[config.mk]
export PLATFORM = sky130hd
export DESIGN_NAME = ysyx_22050854_idu_imm_ctrl_flat
export DESIGN_NICKNAME = d
export VERILOG_FILES = /design/src/rtl/ysyx_22050854_idu_imm_ctrl_if.sv /design/src/rtl/ysyx_22050854_idu_imm_ctrl.sv /design/src/flat_wrapper.sv
export SDC_FILE = /design/constraint.sdc
export NUM_CORES = 1
export LEC_CHECK = 0
export ABC_AREA = 1
export BUFFER_PORTS_ARGS = -buffer_cell sky130_fd_sc_hd__buf_2
export CAP_MARGIN = 20
export CORE_ASPECT_RATIO = 2
export CORE_MARGIN = 5
export CORE_UTILIZATION = 59
export CTS_CLUSTER_SIZE = 24
export DETAILED_ROUTE_END_ITERATION = 16
export GPL_TIMING_DRIVEN = 0
export MAX_ROUTING_LAYER = met4
export PLACE_DENSITY = 0.84
export SETUP_SLACK_MARGIN = 0.05
export SLEW_MARGIN = 20
export SYNTH_ARGS = -nofsm -noshare
export SYNTH_HDL_FRONTEND = slang
export SYNTH_SLANG_ARGS = --single-unit
[constraint.sdc]
create_clock -name clk -period 3.1 [get_ports clk]
set_clock_uncertainty 0.05 [all_clocks]
set_input_delay 0.93 -clock clk [delete_from_list [all_inputs] [get_ports clk]]
set_output_delay 0.93 -clock clk [all_outputs]
set_load 0.02 [all_outputs]
[src/rtl/ysyx_22050854_idu_imm_ctrl_if.sv]
// ysyx_22050854_idu_imm_ctrl_if: IFU-side and downstream handshake bundle of the decode front controller.
// Revision 1.0
`default_nettype none

interface ysyx_22050854_idu_imm_ctrl_if #(
  parameter int PC_W = 64
);
  logic            in_valid;
  logic            in_ready;
  logic [31:0]     in_instr;
  logic [PC_W-1:0] in_pc;
  logic            out_valid;
  logic            out_ready;
  logic [31:0]     out_instr;
  logic [PC_W-1:0] out_pc;
  logic [2:0]      out_extop;
  logic            out_illegal;

  modport master (
    output in_valid, in_instr, in_pc, out_ready,
    input  in_ready, out_valid, out_instr, out_pc, out_extop, out_illegal
  );

  modport slave (
    input  in_valid, in_instr, in_pc, out_ready,
    output in_ready, out_valid, out_instr, out_pc, out_extop, out_illegal
  );
endinterface

`default_nettype wire

[src/rtl/ysyx_22050854_idu_imm_ctrl.sv]
// ysyx_22050854_idu_imm_ctrl: 2-entry skid FIFO classifying opcodes into ExtOP; perf counters under YSYX_22050854_IDU_PERF_EN.
// Revision 1.0
`default_nettype none

module ysyx_22050854_idu_imm_ctrl #(
  parameter int DEPTH = 2,
  parameter int PC_W  = 64
) (
  input  logic clk,
  input  logic rst_n,
  input  logic flush,
  ysyx_22050854_idu_imm_ctrl_if.slave bus
`ifdef YSYX_22050854_IDU_PERF_EN
  ,
  output logic [31:0] perf_issue,
  output logic [31:0] perf_stall
`endif
);

  logic            push;
  logic            pop;
  logic [1:0]      count_q, count_d;
  logic            wr_ptr_q, wr_ptr_d;
  logic            rd_ptr_q, rd_ptr_d;
  logic            in_ready_q, in_ready_d;
  logic [31:0]     instr_q   [DEPTH];
  logic [31:0]     instr_d   [DEPTH];
  logic [PC_W-1:0] pc_q      [DEPTH];
  logic [PC_W-1:0] pc_d      [DEPTH];
  logic [2:0]      extop_q   [DEPTH];
  logic [2:0]      extop_d   [DEPTH];
  logic            illegal_q [DEPTH];
  logic            illegal_d [DEPTH];
  logic [2:0]      new_extop;
  logic            new_illegal;

  // Classification is done once at push and travels with the entry.
  always_comb begin
    new_extop   = 3'b111;
    new_illegal = 1'b0;
    case (bus.in_instr[6:0])
      7'b0000011, 7'b0010011, 7'b0011011,
      7'b1100111, 7'b1110011:             new_extop = 3'b000;
      7'b0110111, 7'b0010111:             new_extop = 3'b001;
      7'b0100011:                         new_extop = 3'b010;
      7'b1100011:                         new_extop = 3'b011;
      7'b1101111:                         new_extop = 3'b100;
      7'b1101011:                         new_extop = 3'b101;
      7'b0110011, 7'b0111011:             new_extop = 3'b111;
      default: begin
        new_extop   = 3'b111;
        new_illegal = 1'b1;
      end
    endcase
  end

  always_comb begin
    push      = bus.in_valid & in_ready_q & ~flush;
    pop       = (count_q != 2'd0) & bus.out_ready & ~flush;
    count_d   = count_q;
    wr_ptr_d  = wr_ptr_q;
    rd_ptr_d  = rd_ptr_q;
    instr_d   = instr_q;
    pc_d      = pc_q;
    extop_d   = extop_q;
    illegal_d = illegal_q;
    if (flush) begin
      count_d  = 2'd0;
      wr_ptr_d = 1'b0;
      rd_ptr_d = 1'b0;
    end else begin
      if (push) begin
        instr_d[wr_ptr_q]   = bus.in_instr;
        pc_d[wr_ptr_q]      = bus.in_pc;
        extop_d[wr_ptr_q]   = new_extop;
        illegal_d[wr_ptr_q] = new_illegal;
        wr_ptr_d            = ~wr_ptr_q;
      end
      if (pop) begin
        rd_ptr_d = ~rd_ptr_q;
      end
      count_d = count_q + {1'b0, push} - {1'b0, pop};
    end
    in_ready_d = (count_d < 2'(DEPTH));
  end

  always_ff @(posedge clk or negedge rst_n) begin
    if (!rst_n) begin
      count_q    <= 2'd0;
      wr_ptr_q   <= 1'b0;
      rd_ptr_q   <= 1'b0;
      in_ready_q <= 1'b0;
      for (int i = 0; i < DEPTH; i++) begin
        instr_q[i]   <= '0;
        pc_q[i]      <= '0;
        extop_q[i]   <= 3'b111;
        illegal_q[i] <= 1'b0;
      end
    end else begin
      count_q    <= count_d;
      wr_ptr_q   <= wr_ptr_d;
      rd_ptr_q   <= rd_ptr_d;
      in_ready_q <= in_ready_d;
      for (int i = 0; i < DEPTH; i++) begin
        instr_q[i]   <= instr_d[i];
        pc_q[i]      <= pc_d[i];
        extop_q[i]   <= extop_d[i];
        illegal_q[i] <= illegal_d[i];
      end
    end
  end

  // Head slot is never written while valid, so outputs stay stable under backpressure.
  assign bus.in_ready    = in_ready_q;
  assign bus.out_valid   = (count_q != 2'd0);
  assign bus.out_instr   = instr_q[rd_ptr_q];
  assign bus.out_pc      = pc_q[rd_ptr_q];
  assign bus.out_extop   = (count_q != 2'd0) ? extop_q[rd_ptr_q] : 3'b111;
  assign bus.out_illegal = (count_q != 2'd0) & illegal_q[rd_ptr_q];

`ifdef YSYX_22050854_IDU_PERF_EN
  logic [31:0] perf_issue_q, perf_issue_d;
  logic [31:0] perf_stall_q, perf_stall_d;

  always_comb begin
    perf_issue_d = perf_issue_q + {31'd0, pop};
    perf_stall_d = perf_stall_q + {31'd0, bus.out_valid & ~bus.out_ready};
  end

  always_ff @(posedge clk or negedge rst_n) begin
    if (!rst_n) begin
      perf_issue_q <= 32'd0;
      perf_stall_q <= 32'd0;
    end else begin
      perf_issue_q <= perf_issue_d;
      perf_stall_q <= perf_stall_d;
    end
  end

  assign perf_issue = perf_issue_q;
  assign perf_stall = perf_stall_q;
`endif

endmodule

`default_nettype wire

[src/flat_wrapper.sv]
// flat-port wrapper written by rule: the top's interface ports become plain ports
module ysyx_22050854_idu_imm_ctrl_flat 
#(
  parameter int DEPTH = 2,
  parameter int PC_W  = 64
)
  (clk, rst_n, flush, bus_in_valid, bus_in_instr, bus_in_pc, bus_out_ready, bus_in_ready, bus_out_valid, bus_out_instr, bus_out_pc, bus_out_extop, bus_out_illegal);
  ysyx_22050854_idu_imm_ctrl_if #(.PC_W(PC_W)) bus_i ();
  input  logic clk;
  input  logic rst_n;
  input  logic flush;
  input wire logic [$bits(bus_i.in_valid)-1:0] bus_in_valid;
  input wire logic [$bits(bus_i.in_instr)-1:0] bus_in_instr;
  input wire logic [$bits(bus_i.in_pc)-1:0] bus_in_pc;
  input wire logic [$bits(bus_i.out_ready)-1:0] bus_out_ready;
  output wire logic [$bits(bus_i.in_ready)-1:0] bus_in_ready;
  output wire logic [$bits(bus_i.out_valid)-1:0] bus_out_valid;
  output wire logic [$bits(bus_i.out_instr)-1:0] bus_out_instr;
  output wire logic [$bits(bus_i.out_pc)-1:0] bus_out_pc;
  output wire logic [$bits(bus_i.out_extop)-1:0] bus_out_extop;
  output wire logic [$bits(bus_i.out_illegal)-1:0] bus_out_illegal;
  assign bus_i.in_valid = bus_in_valid;
  assign bus_i.in_instr = bus_in_instr;
  assign bus_i.in_pc = bus_in_pc;
  assign bus_i.out_ready = bus_out_ready;
  assign bus_in_ready = bus_i.in_ready;
  assign bus_out_valid = bus_i.out_valid;
  assign bus_out_instr = bus_i.out_instr;
  assign bus_out_pc = bus_i.out_pc;
  assign bus_out_extop = bus_i.out_extop;
  assign bus_out_illegal = bus_i.out_illegal;
  ysyx_22050854_idu_imm_ctrl #(.DEPTH(DEPTH), .PC_W(PC_W)) u_core (.clk(clk), .rst_n(rst_n), .flush(flush), .bus(bus_i));
endmodule
======== Yosys cells after proc, flatten, opt, wreduce, memory -nomap -nowiden ========
Cells that the tools add are included.
W data, S select, Z words.
storage, ports and cells
  register bits after elaboration ......... 205
  input bits .............................. 101
  output and inout port bits .............. 102
  logic and storage cells ................. 81
operators by class
  $add $sub $neg .......................... 2
  order comparisons ....................... 4
  eq/ne operators ......................... 13
  multiplexer cells ....................... 32
  bitwise logic cells ..................... 10
  reduce and logical (&&, ||, !) cells .... 8
operators with widths
  operator              count
  $mux W64              4
  $bwmux W128           1
  $mux W32              4
  $bwmux W64            1
  $demux W64 S1         1
  $eq A7 B7 Y1 const B  5
  $demux W32 S1         1
  $eq A7 B6 Y1 const B  4
  $eq A7 B5 Y1 const B  3
  $pmux W3 S6           1
  $mux W3               5
  $reduce_or A13 Y1     1
  $mux W1               9
  $eq A7 B2 Y1 const B  1
  $bwmux W6             1
  $reduce_bool A2 Y1    3
  $and A1 B1 Y1         5
  $reduce_or A5 Y1      1
  $ge A2 B2 Y1 const B  2
  $not A1 Y2            2
  $demux W3 S1          1
  $not A1 Y1            3
  $add A2 B1 Y2         1
  $bwmux W2             1
  8 further kinds       8

======== Longest topological paths before layout ========
Gate-level depths: netlist of run 1.
  word-level depth ........................ 6
  mapped depth ............................ 11
  depth with buffers taken out ............ 11

======== Least setup slack after synthesis of run 1 ========
No wires, ideal clock.
  path kind ............................... reg-to-output
  from .................................... reg u_core.rd_ptr_q
  to ...................................... out bus_out_illegal
  arrival time ............................ 1.196 ns
  data required time ...................... 2.120 ns
  slack ................................... 0.924 ns
  cell stages (with the launch flop) ...... 5
  path buffers ............................ 1
  path through ............................ dfrtp_1 -> inv_2 -> clkbuf_1 -> nand2_1 -> a21oi_1
between the ends
  word-level cells in the longest chain between the ends .. 5
ends and longest elaborated chain
  element                                     RTL line                           source
  start: declaration                          ysyx_22050854_idu_imm_ctrl.sv:24   logic rd_ptr_q, rd_ptr_d;
  start signal: assignment                    ysyx_22050854_idu_imm_ctrl.sv:102  rd_ptr_q <= rd_ptr_d;
  $not A1 Y2 (not written as such)            ysyx_22050854_idu_imm_ctrl.sv:119  assign bus.out_illegal = (count_q != 2'd0) & illegal_q[rd_ptr_q];
  $mux W1 (not written as such) (3 in a row)  ysyx_22050854_idu_imm_ctrl.sv:119
  $and A1 B1 Y1                               ysyx_22050854_idu_imm_ctrl.sv:119
  end: declaration                            flat_wrapper.sv:21                 output wire logic [$bits(bus_i.out_illegal)-1:0] bus_out_illegal;
Every way passes these cells. The select of a mux whose other input is x is not followed.

======== Worst setup path after layout of run 1 ========
  from .................................... reg u_core.rd_ptr_q
  to ...................................... out bus_out_instr[0]
between the ends
  word-level cells in the longest chain between the ends .. 4
ends and longest elaborated chain
  element                                      RTL line                           source
  $not A1 Y2 (not written as such)             ysyx_22050854_idu_imm_ctrl.sv:116  assign bus.out_instr = instr_q[rd_ptr_q];
  $mux W32 (not written as such) (3 in a row)  ysyx_22050854_idu_imm_ctrl.sv:116
  end: declaration                             flat_wrapper.sv:18                 output wire logic [$bits(bus_i.out_instr)-1:0] bus_out_instr;
Every way passes these cells. The select of a mux whose other input is x is not followed.

==> run_results.csv, run 1 <==
group,metric,value,unit
run_status,status,"complete, no violations",
timing,period_minus_slack,2.89,ns
cts,numCtsBuffers,17,
layout,layout_common_cells,"nand2_1, buf_2, dfrtp_1, o21ai_1, inv_1",
die,rows,65,
layout,final_common_cell,"nand2_1",
layout,multi_input_area,0.00340,sq mm
drt,drt-initial-drc-count,482,
drt,routedWlPerCell,15.8,um
layout,utilization,71.6,%
drt,drc,0,
cts,cts.root.buffer_cell,"clkbuf_16",
drt,firstDrtPassIters,5,
critical_path,crit_fanout,10,
yosys,yosysUniqueCellTypes,21,
cts,cts_tree,"done",
layout,stdcell_area,0.0112,sq mm
power_and_ir_drop,cellPowerDensity,812,mW/mm^2
yosys,synthesis.nets,1243,
placed_design,io_buffer_count,202,
yosys,syn_inst,1140,
critical_path,slowest_delay,0.43,ns
timing,setup_viol,0,
drt,routed_wl,24900,um
drt,vias,8188,
layout,area.growth.synth_to_final,19.6,%
cts,path_clk_slew,0.07,ns
yosys,yosysTopAreaCellShare,53.0,%
timing,hold_viol,0,
timing,fmax,0.346,GHz
hold_path,holdCritPathClass,"in2async",
timing,final_max_slew_viol_count,0,
yosys,avgSynthCellArea,8.24,sq um
critical_path,required,2.12,ns
cts,insertion_delay,0.47,ns
yosys,synth-seq-cells,205,
placed_design,place_area,0.0107,sq mm
layout,final_nets,1466,
global_routing,grt_first_pass_wirelength,41300,um
cts,clock-sinks,205,
critical_path,path_cells,"inv_2 > clkbuf_1 > nand2_1 > nand2_1 > buf_2",
cts,cts_buffer_depth,3,
critical_path,worst-r2r-cell-count,11,
placed_design,gp_routability_congestion,0.881,
global_routing,grt_max_degree,98,
global_routing,grt_pass1_vias,8683,
yosys,ys_warn_count,0,
timing,worst_slack,0.207,ns
critical_path,rr_endpoint,"u_core.bus.in_ready",
critical_path,crit_type,"reg2out",
drt,vias_per_cell,5.20,
critical_path,worstSetupEndpointType,"output pin",
global_routing,antenna_found_initial,3,
critical_path,arrival,1.91,ns
critical_path,cp_common_cell,"nand2_1",
timing,tightest_slew,0.588,ns
cts,cts_max_level,1,
yosys,syn-cell-area,0.00940,sq mm
layout,drive_above_1_share,25.8,%
die,dieArea,0.0187,sq mm
die,ios,203,
layout,nFillCells,1286,
yosys,yosysSeqAreaShare,54.7,%
power_and_ir_drop,ir_worst_vdd,0.577,mV
critical_path,critPathLaunchType,"flop",
global_routing,gr-total-overflow,0,
die,die_h,188,um
critical_path,r2r_slack,1.16,ns
yosys,synthTopCellsByArea,"dfrtp_1, nand2_1, o21ai_1",
critical_path,rr_startpoint,"u_core.count_q[0]",
job,maxCapViolCount,0,
timing,max_slew_margin,60.8,%
drt,antenna_left,0,
timing,post-route-period-util,93.3,%
yosys,yosysTopAreaCell,"dfrtp_1",
die,die_w,99.2,um
die,coreArea,0.0157,sq mm
die,start_util,59.9,%
layout,seqCellArea,0.00514,sq mm
placed_design,place_hpwl,18000,um
placed_design,dp_slack,0.379,ns
timing,rsz0062_at_grt,"yes",
power_and_ir_drop,p_leak,6.34,nW
critical_path,critical_path.slowest_cell,"clkbuf_1",
global_routing,gr-usage-all-layers,28.0,%
state kept, by name, indices dropped and copies added (netlist names):
register and count:
u_core.extop_q 6, u_core.bus.in_ready 1, u_core.illegal_q 2, u_core.instr_q 64
u_core.rd_ptr_q 1, u_core.wr_ptr_q 1, u_core.count_q 2, u_core.pc_q 128
worst max-delay path by stage:
stage	start	to	slack (ns)
floorplan	u_core.rd_ptr_q	bus_out_illegal	0.92
finish	u_core.rd_ptr_q	bus_out_instr[0]	0.21
global route	u_core.rd_ptr_q	bus_out_instr[21]	0.05
CTS	u_core.rd_ptr_q	bus_out_pc[58]	0.06
global placement	rst_n	u_core.pc_q[66]	-2.21
detailed placement	u_core.rd_ptr_q	bus_out_pc[48]	0.38
kinds of logic after synthesis:
kind of cell    count (synthesis)  share of synthesized area [%]
compound gates                198                           12.9
buf+inv                       173                           9.16
simple gates                  561                           22.9
fa+ha+maj                       2                          0.266
flops                         205                           54.7
xor+xnor                        1                         0.0932
routing by layer:
| layer | vias to the layer above | wire [um] | track usage (%) |
|---|---|---|---|
| met3 | 93 | 1150 | 3.45 |
| li1 | 3950 | - | - |
| met1 | 3890 | 8810 | 30.4 |
| met5 | - | 0 | - |
| met4 | 0 | 1310 | 15.8 |
| met2 | 255 | 13600 | 48.5 |
synthesized netlist by cell type, drive strengths merged:
cell type	number
nand3	10
nor3	2
o21ai	195
ha	2
nor2	19
clkbuf	23
nand2	530
a21oi	3
buf	40
dfstp	6
dfrtp	199
inv	110
xnor2	1
final cells by class:
class | instances | share of cell area, %
Inverter | 110 | 3.67
Buffer | 63 | 4.11
Clock inverter | 6 | 0.289
Multi-Input combinational cell | 762 | 30.2
Timing Repair Buffer | 204 | 9.57
Clock buffer | 21 | 4.10
Antenna cell | 4 | 0.0890
Tap cell | 201 | 2.24
Sequential cell | 205 | 45.7
per-stage QoR:
stage	total power, W	hold WS (ns)	TNS [ns]	std cells
finish	0.00913	0.247	0	1576
floorplan	0.00610	0.392	0	1140
global placement	0.00701	0.403	-442.72	1543
CTS	0.00917	0.243	0	1572
global route	0.00973	0.249	0	1576
detailed placement	0.00715	0.410	0	1545
report_power, final:
part           total, W  internal, W  switching, W  leakage [nW]
combinational   0.00306      0.00110       0.00196          3.55
clock           0.00200      0.00105      0.000942         0.246
sequential      0.00407      0.00359      0.000481          2.55
worst max-delay path: cells and delay by family (launching register included):
family,cells,cell delay (ns)
simple gates,2,0.22
buf+inv,3,0.80
flops,1,0.41
repair_timing:
item / 4_1_cts / 5_1_grt
endpoints found under the hold margin: 0 / 0
hold buffers: 0 / 0
gates cloned: 0 / 0
gates resized for setup: 1 / 20
setup endpoints to repair: 71 / 51
setup buffers: 0 / 0
Power figures use the tool's default switching activity.
==> run 2, diff against run 1 <==
==> constraint.sdc (replaced) <==
create_clock -name clk -period 3.1 [get_ports clk]
set_clock_uncertainty 0.05 [all_clocks]
set_input_delay 0.465 -clock clk [delete_from_list [all_inputs] [get_ports clk]]
set_output_delay 0.465 -clock clk [all_outputs]
set_load 0.02 [all_outputs]
==> run 2 against run 1 <==
Net effect:
- global-route usage hardly changed
- wire length is 0.12% higher
- final cell count barely moved
- count of clock-buffer cells in the layout unchanged
- clock power hardly changed
- total power about the same
==> run_results.csv, run 2 (synthesis results as in run 1) <==
group,metric,value,unit
critical_path,path_delay_family,"buffers and inverters",
cts,numCtsBuffers,17,
layout,largest_register,"u_core.pc_q",
cts,cts_max_level,1,
timing,post-route-period-util,88.6,%
timing,rsz0062_at_grt,"no",
power_and_ir_drop,ir_worst_vdd,0.577,mV
timing,fmax,0.364,GHz
cts,insertion_delay,0.47,ns
die,ios,203,
layout,stdcell_area,0.0112,sq mm
drt,antenna_left,0,
cts,cts.repair.resized,0,
critical_path,critPathLaunchType,"flop",
critical_path,slowest_delay,0.50,ns
critical_path,crit_type,"reg2out",
global_routing,antenna_found_initial,3,
critical_path,critical_path.slowest_cell,"clkbuf_1",
placed_design,place_hpwl,18000,um
timing,final_max_slew_viol_count,0,
drt,vias,8178,
drt,drc,0,
cts,path_clk_slew,0.07,ns
critical_path,path_cells,"clkbuf_1 > clkbuf_1 > nand2_1 > nand2_1 > buf_2",
layout,largestRegisters,"u_core.pc_q (128), u_core.instr_q (64), u_core.extop_q (6)",
global_routing,gr-total-overflow,0,
timing,tightest_slew,0.616,ns
layout,layout_common_cells,"nand2_1, buf_2, dfrtp_1, o21ai_1, inv_1",
placed_design,place_area,0.0107,sq mm
global_routing,grt_max_degree,98,
die,dieArea,0.0187,sq mm
die,die_h,188,um
drt,routedWlPerCell,15.8,um
die,rows,65,
critical_path,r2r_slack,1.17,ns
drt,vias_per_cell,5.19,
layout,seqCellArea,0.00514,sq mm
layout,area.growth.synth_to_final,19.6,%
power_and_ir_drop,cellPowerDensity,812,mW/mm^2
drt,routed_wl,24900,um
global_routing,grt_pass1_vias,8689,
layout,drive_above_1_share,25.0,%
run_status,status,"complete, no violations",
hold_path,holdCritPathClass,"in2reg",
layout,final_nets,1467,
layout,largest_reg_flops,128,
placed_design,gp_routability_congestion,0.881,
die,die_w,99.2,um
drt,drt-initial-drc-count,492,
critical_path,crit_fanout,10,
job,maxCapViolCount,0,
global_routing,grt_first_pass_wirelength,41300,um
layout,final_common_cell,"nand2_1",
layout,nFillCells,1284,
timing,hold_viol,0,
placed_design,io_buffer_count,202,
drt,firstDrtPassIters,5,
timing,period_minus_slack,2.75,ns
timing,setup_tns,0,ns
critical_path,cp_num_buf_inv,3,
cts,cts_tree,"done",
die,coreArea,0.0157,sq mm
cts,cts.root.buffer_cell,"clkbuf_16",
power_and_ir_drop,p_leak,6.31,nW
layout,multi_input_area,0.00340,sq mm
timing,setup_viol,0,
die,start_util,59.9,%
critical_path,arrival,2.23,ns
timing,max_slew_margin,59.0,%
critical_path,required,2.58,ns
cts,cts_buffer_depth,3,
critical_path,worstSetupEndpointType,"output pin",
cts,clock-sinks,205,
global_routing,gr-usage-all-layers,28.0,%
==> run 2: changes by cell type in the layout (fill, tap and decap cells not counted), sizes merged <==
cell	delta
dlygate4sd3	+1
==> run 2: worst paths after layout <==
kind	depth (start not counted)	from	end
worst max-delay path	5	u_core.rd_ptr_q	bus_out_pc[44]
worst min-delay path	2	flush	u_core.count_q[0]
worst max register to register	11	u_core.count_q[0]	u_core.bus.in_ready
worst min register to register	2	u_core.extop_q[3]	u_core.extop_q[3]
max in group asynchronous	4	rst_n	u_core.instr_q[60]
min in group asynchronous	2	rst_n	u_core.pc_q[105]
==> run 2: final cells by class <==
| type | count | share of cell area [%] |
|---|---|---|
| timing repair buffer | 205 | 9.66 |
| inverter | 110 | 3.67 |
| multi-input combinational | 762 | 30.2 |
| clock inverter | 6 | 0.290 |
| clock buffer | 21 | 4.10 |
| sequential | 205 | 45.7 |
| tap | 201 | 2.24 |
| buffer | 63 | 3.99 |
| antenna | 4 | 0.0891 |
==> run 2: power by group <==
part | internal, W | leakage (nW) | switching, W
Combinational | 0.00109 | 3.52 | 0.00196
Clock | 0.00105 | 0.246 | 0.000942
Sequential | 0.00359 | 2.55 | 0.000485
==> run 2: stage by stage <==
step | setup slack, ns | hold slack (ns) | instances | util [%] | total power [W]
floorplan | 1.33 | 0.119 | 1140 | - | 0.00610
global placement | -1.75 | 0.403 | 1543 | 67.9 | 0.00701
detailed placement | 0.844 | 0.283 | 1545 | 68.3 | 0.00715
CTS | 0.323 | 0.131 | 1573 | 71.5 | 0.00917
global route | 0.194 | 0.156 | 1577 | 71.6 | 0.00972
finish | 0.353 | 0.144 | 1577 | 71.6 | 0.00913
==> run 2: routing by layer <==
metal,part of all wire (%),global-route usage (%)
met4,5.3,15.8
met5,0,-
met3,4.8,3.45
met1,35,30.4
met2,55,48.6
==> run 2: worst register-to-register path, delay by kind of cell, from the launching register on <==
family                     cells  cell delay (ns)
DFF                            1             0.39
adders and majority gates      2             0.48
buffers and inverters          4             0.30
and+or+nand+nor                5             0.60
==> run 2: timing repair <==
action	4_1_cts	5_1_grt
buffers inserted	0	0
hold buffers	1	0
endpoints found under the hold margin	30	0
==> run 3, diff against run 2 <==
==> constraint.sdc (replaced) <==
create_clock -name clk -period 3.1 [get_ports clk]
set_clock_uncertainty 0.05 [all_clocks]
set_input_delay 0.31 -clock clk [delete_from_list [all_inputs] [get_ports clk]]
set_output_delay 0.31 -clock clk [all_outputs]
set_load 0.02 [all_outputs]
==> run 3 against run 2 <==
Net effect:
- non-clock buffer count increased by 2
- sequential share of layout area is 0.081 points lower
- clock power is essentially flat
- critical path depth stayed put
- critical endpoint unchanged
==> run_results.csv, run 3 (synthesis results as in run 1) <==
group,metric,value,unit
drt,routed_wl,25000,um
die,start_util,59.9,%
layout,area.growth.synth_to_final,19.8,%
drt,vias,8211,
critical_path,required,2.74,ns
power_and_ir_drop,cellPowerDensity,811,mW/mm^2
critical_path,slowest_delay,0.51,ns
drt,wl_met1,8720,um
drt,routed-wl-met3,1250,um
cts,path_clk_slew,0.07,ns
layout,largest_register,"u_core.pc_q",
layout,nFillCells,1284,
timing,max_slew_margin,57.8,%
die,ios,203,
die,die_w,99.2,um
critical_path,path_cells,"clkbuf_1 > clkbuf_1 > nand2_1 > nand2_1 > buf_2",
global_routing,grt_pass1_vias,8711,
power_and_ir_drop,p_leak,6.32,nW
hold_path,holdCritPathClass,"in2reg",
global_routing,antenna_found_initial,3,
cts,cts.root.buffer_cell,"clkbuf_16",
job,maxCapViolCount,0,
die,coreArea,0.0157,sq mm
drt,top_layer,"met4",
layout,drive_above_1_share,25.0,%
cts,cts_tree,"done",
timing,tightest_slew,0.632,ns
critical_path,path_delay_family,"buffers and inverters",
layout,layout_common_cells,"nand2_1, buf_2, dfrtp_1, o21ai_1, inv_1",
critical_path,arrival,2.25,ns
layout,final_nets,1469,
timing,post-route-period-util,84.1,%
drt,routedWlPerCell,15.8,um
cts,numCtsBuffers,17,
die,dieArea,0.0187,sq mm
timing,setup_viol,0,
cts,cts_buffer_depth,3,
critical_path,cp_num_buf_inv,3,
cts,insertion_delay,0.47,ns
run_status,status,"complete, no violations",
power_and_ir_drop,ir_worst_vdd,0.577,mV
critical_path,crit_type,"reg2out",
global_routing,gr-usage-all-layers,28.1,%
global_routing,grt_max_degree,98,
layout,utilization,71.7,%
drt,routed-wl-met2,13700,um
placed_design,place_hpwl,18000,um
drt,antenna_left,0,
timing,final_max_slew_viol_count,0,
timing,setup_tns,0,ns
drt,vias_per_cell,5.20,
critical_path,critical_path.slowest_cell,"clkbuf_1",
cts,cts.repair.resized,0,
critical_path,worstSetupEndpointType,"output pin",
cts,clock-sinks,205,
timing,period_minus_slack,2.61,ns
critical_path,crit_fanout,10,
critical_path,critPathLaunchType,"flop",
drt,drc,0,
timing,hold_viol,0,
placed_design,gp_routability_congestion,0.881,
layout,largestRegisters,"u_core.pc_q (128), u_core.instr_q (64), u_core.extop_q (6)",
timing,fmax,0.384,GHz
die,die_h,188,um
drt,firstDrtPassIters,7,
global_routing,grt_first_pass_wirelength,41400,um
cts,cts_max_level,1,
drt,drt-initial-drc-count,446,
global_routing,gr-total-overflow,0,
timing,rsz0062_at_grt,"no",
layout,final_common_cell,"nand2_1",
layout,largest_reg_flops,128,
cts,postCtsSetupBuffers,0,
die,rows,65,
placed_design,io_buffer_count,202,
run 3: cell count changes in the layout (fill, tap and decap cells not counted), sizes merged:
cell	delta
dlygate4sd3	+2
run 3: final timing paths:
kind                            depth (start not counted)             endpoint               from  slack [ns]
worst max register to register                         11  u_core.bus.in_ready  u_core.count_q[0]        1.18
worst max-delay path                                    5       bus_out_pc[44]    u_core.rd_ptr_q        0.49
worst min-delay path                                    3      u_core.pc_q[54]      bus_in_pc[54]        0.03
max in group asynchronous                               4   u_core.instr_q[60]              rst_n        1.69
min in group asynchronous                               2     u_core.pc_q[105]              rst_n        0.22
worst min register to register                          2    u_core.extop_q[5]  u_core.extop_q[5]        0.42
run 3: tightest hold or removal path, cell delays in order:
cell,delay [ns]
buf_2,0.10
nand2_1,0.06
nand2_1,0.06
run 3: stage by stage:
step / instance area (sq um) / power, W / setup slack [ns] / cells / hold WS, ns
after floorplan: 9400 / 0.00610 / 1.33 / 1140 / -0.0356
after global placement: 10700 / 0.00701 / -1.59 / 1543 / 0.403
after detailed placement: 10700 / 0.00715 / 0.999 / 1545 / 0.128
after CTS: 11200 / 0.00918 / 0.478 / 1575 / 0.0102
after global routing: 11300 / 0.00973 / 0.349 / 1579 / 0.0410
final: 11300 / 0.00913 / 0.493 / 1579 / 0.0251
run 3: report_power, final:
part / total (W) / switching (W) / leakage, nW / internal (W)
logic: 0.00306 / 0.00196 / 3.52 / 0.00110
registers: 0.00407 / 0.000485 / 2.55 / 0.00359
clock network: 0.00200 / 0.000941 / 0.246 / 0.00105
total: 0.00913 / 0.00339 / 6.32 / 0.00574
run 3: cell type report:
cell class	count	area (sq um)	share of cell area, %
buffer	63	448	3.98
multi-input combinational	762	3400	30.2
tap	201	251	2.23
timing repair buffer	207	1110	9.83
clock buffer	21	460	4.09
inverter	110	413	3.67
sequential	205	5140	45.6
antenna	4	10.0	0.0889
clock inverter	6	32.5	0.289
run 3: timing repair:
action,in CTS,in global routing
setup endpoints to repair,0,0
endpoints found under the hold margin,56,0
hold buffers,3,0
run 3: per-layer routing:
layer  vias up  track usage [%]
met5         -                -
met4         0             15.9
met3        96             3.52
met2       265             48.8
met1      3896             30.3
li1       3954                -
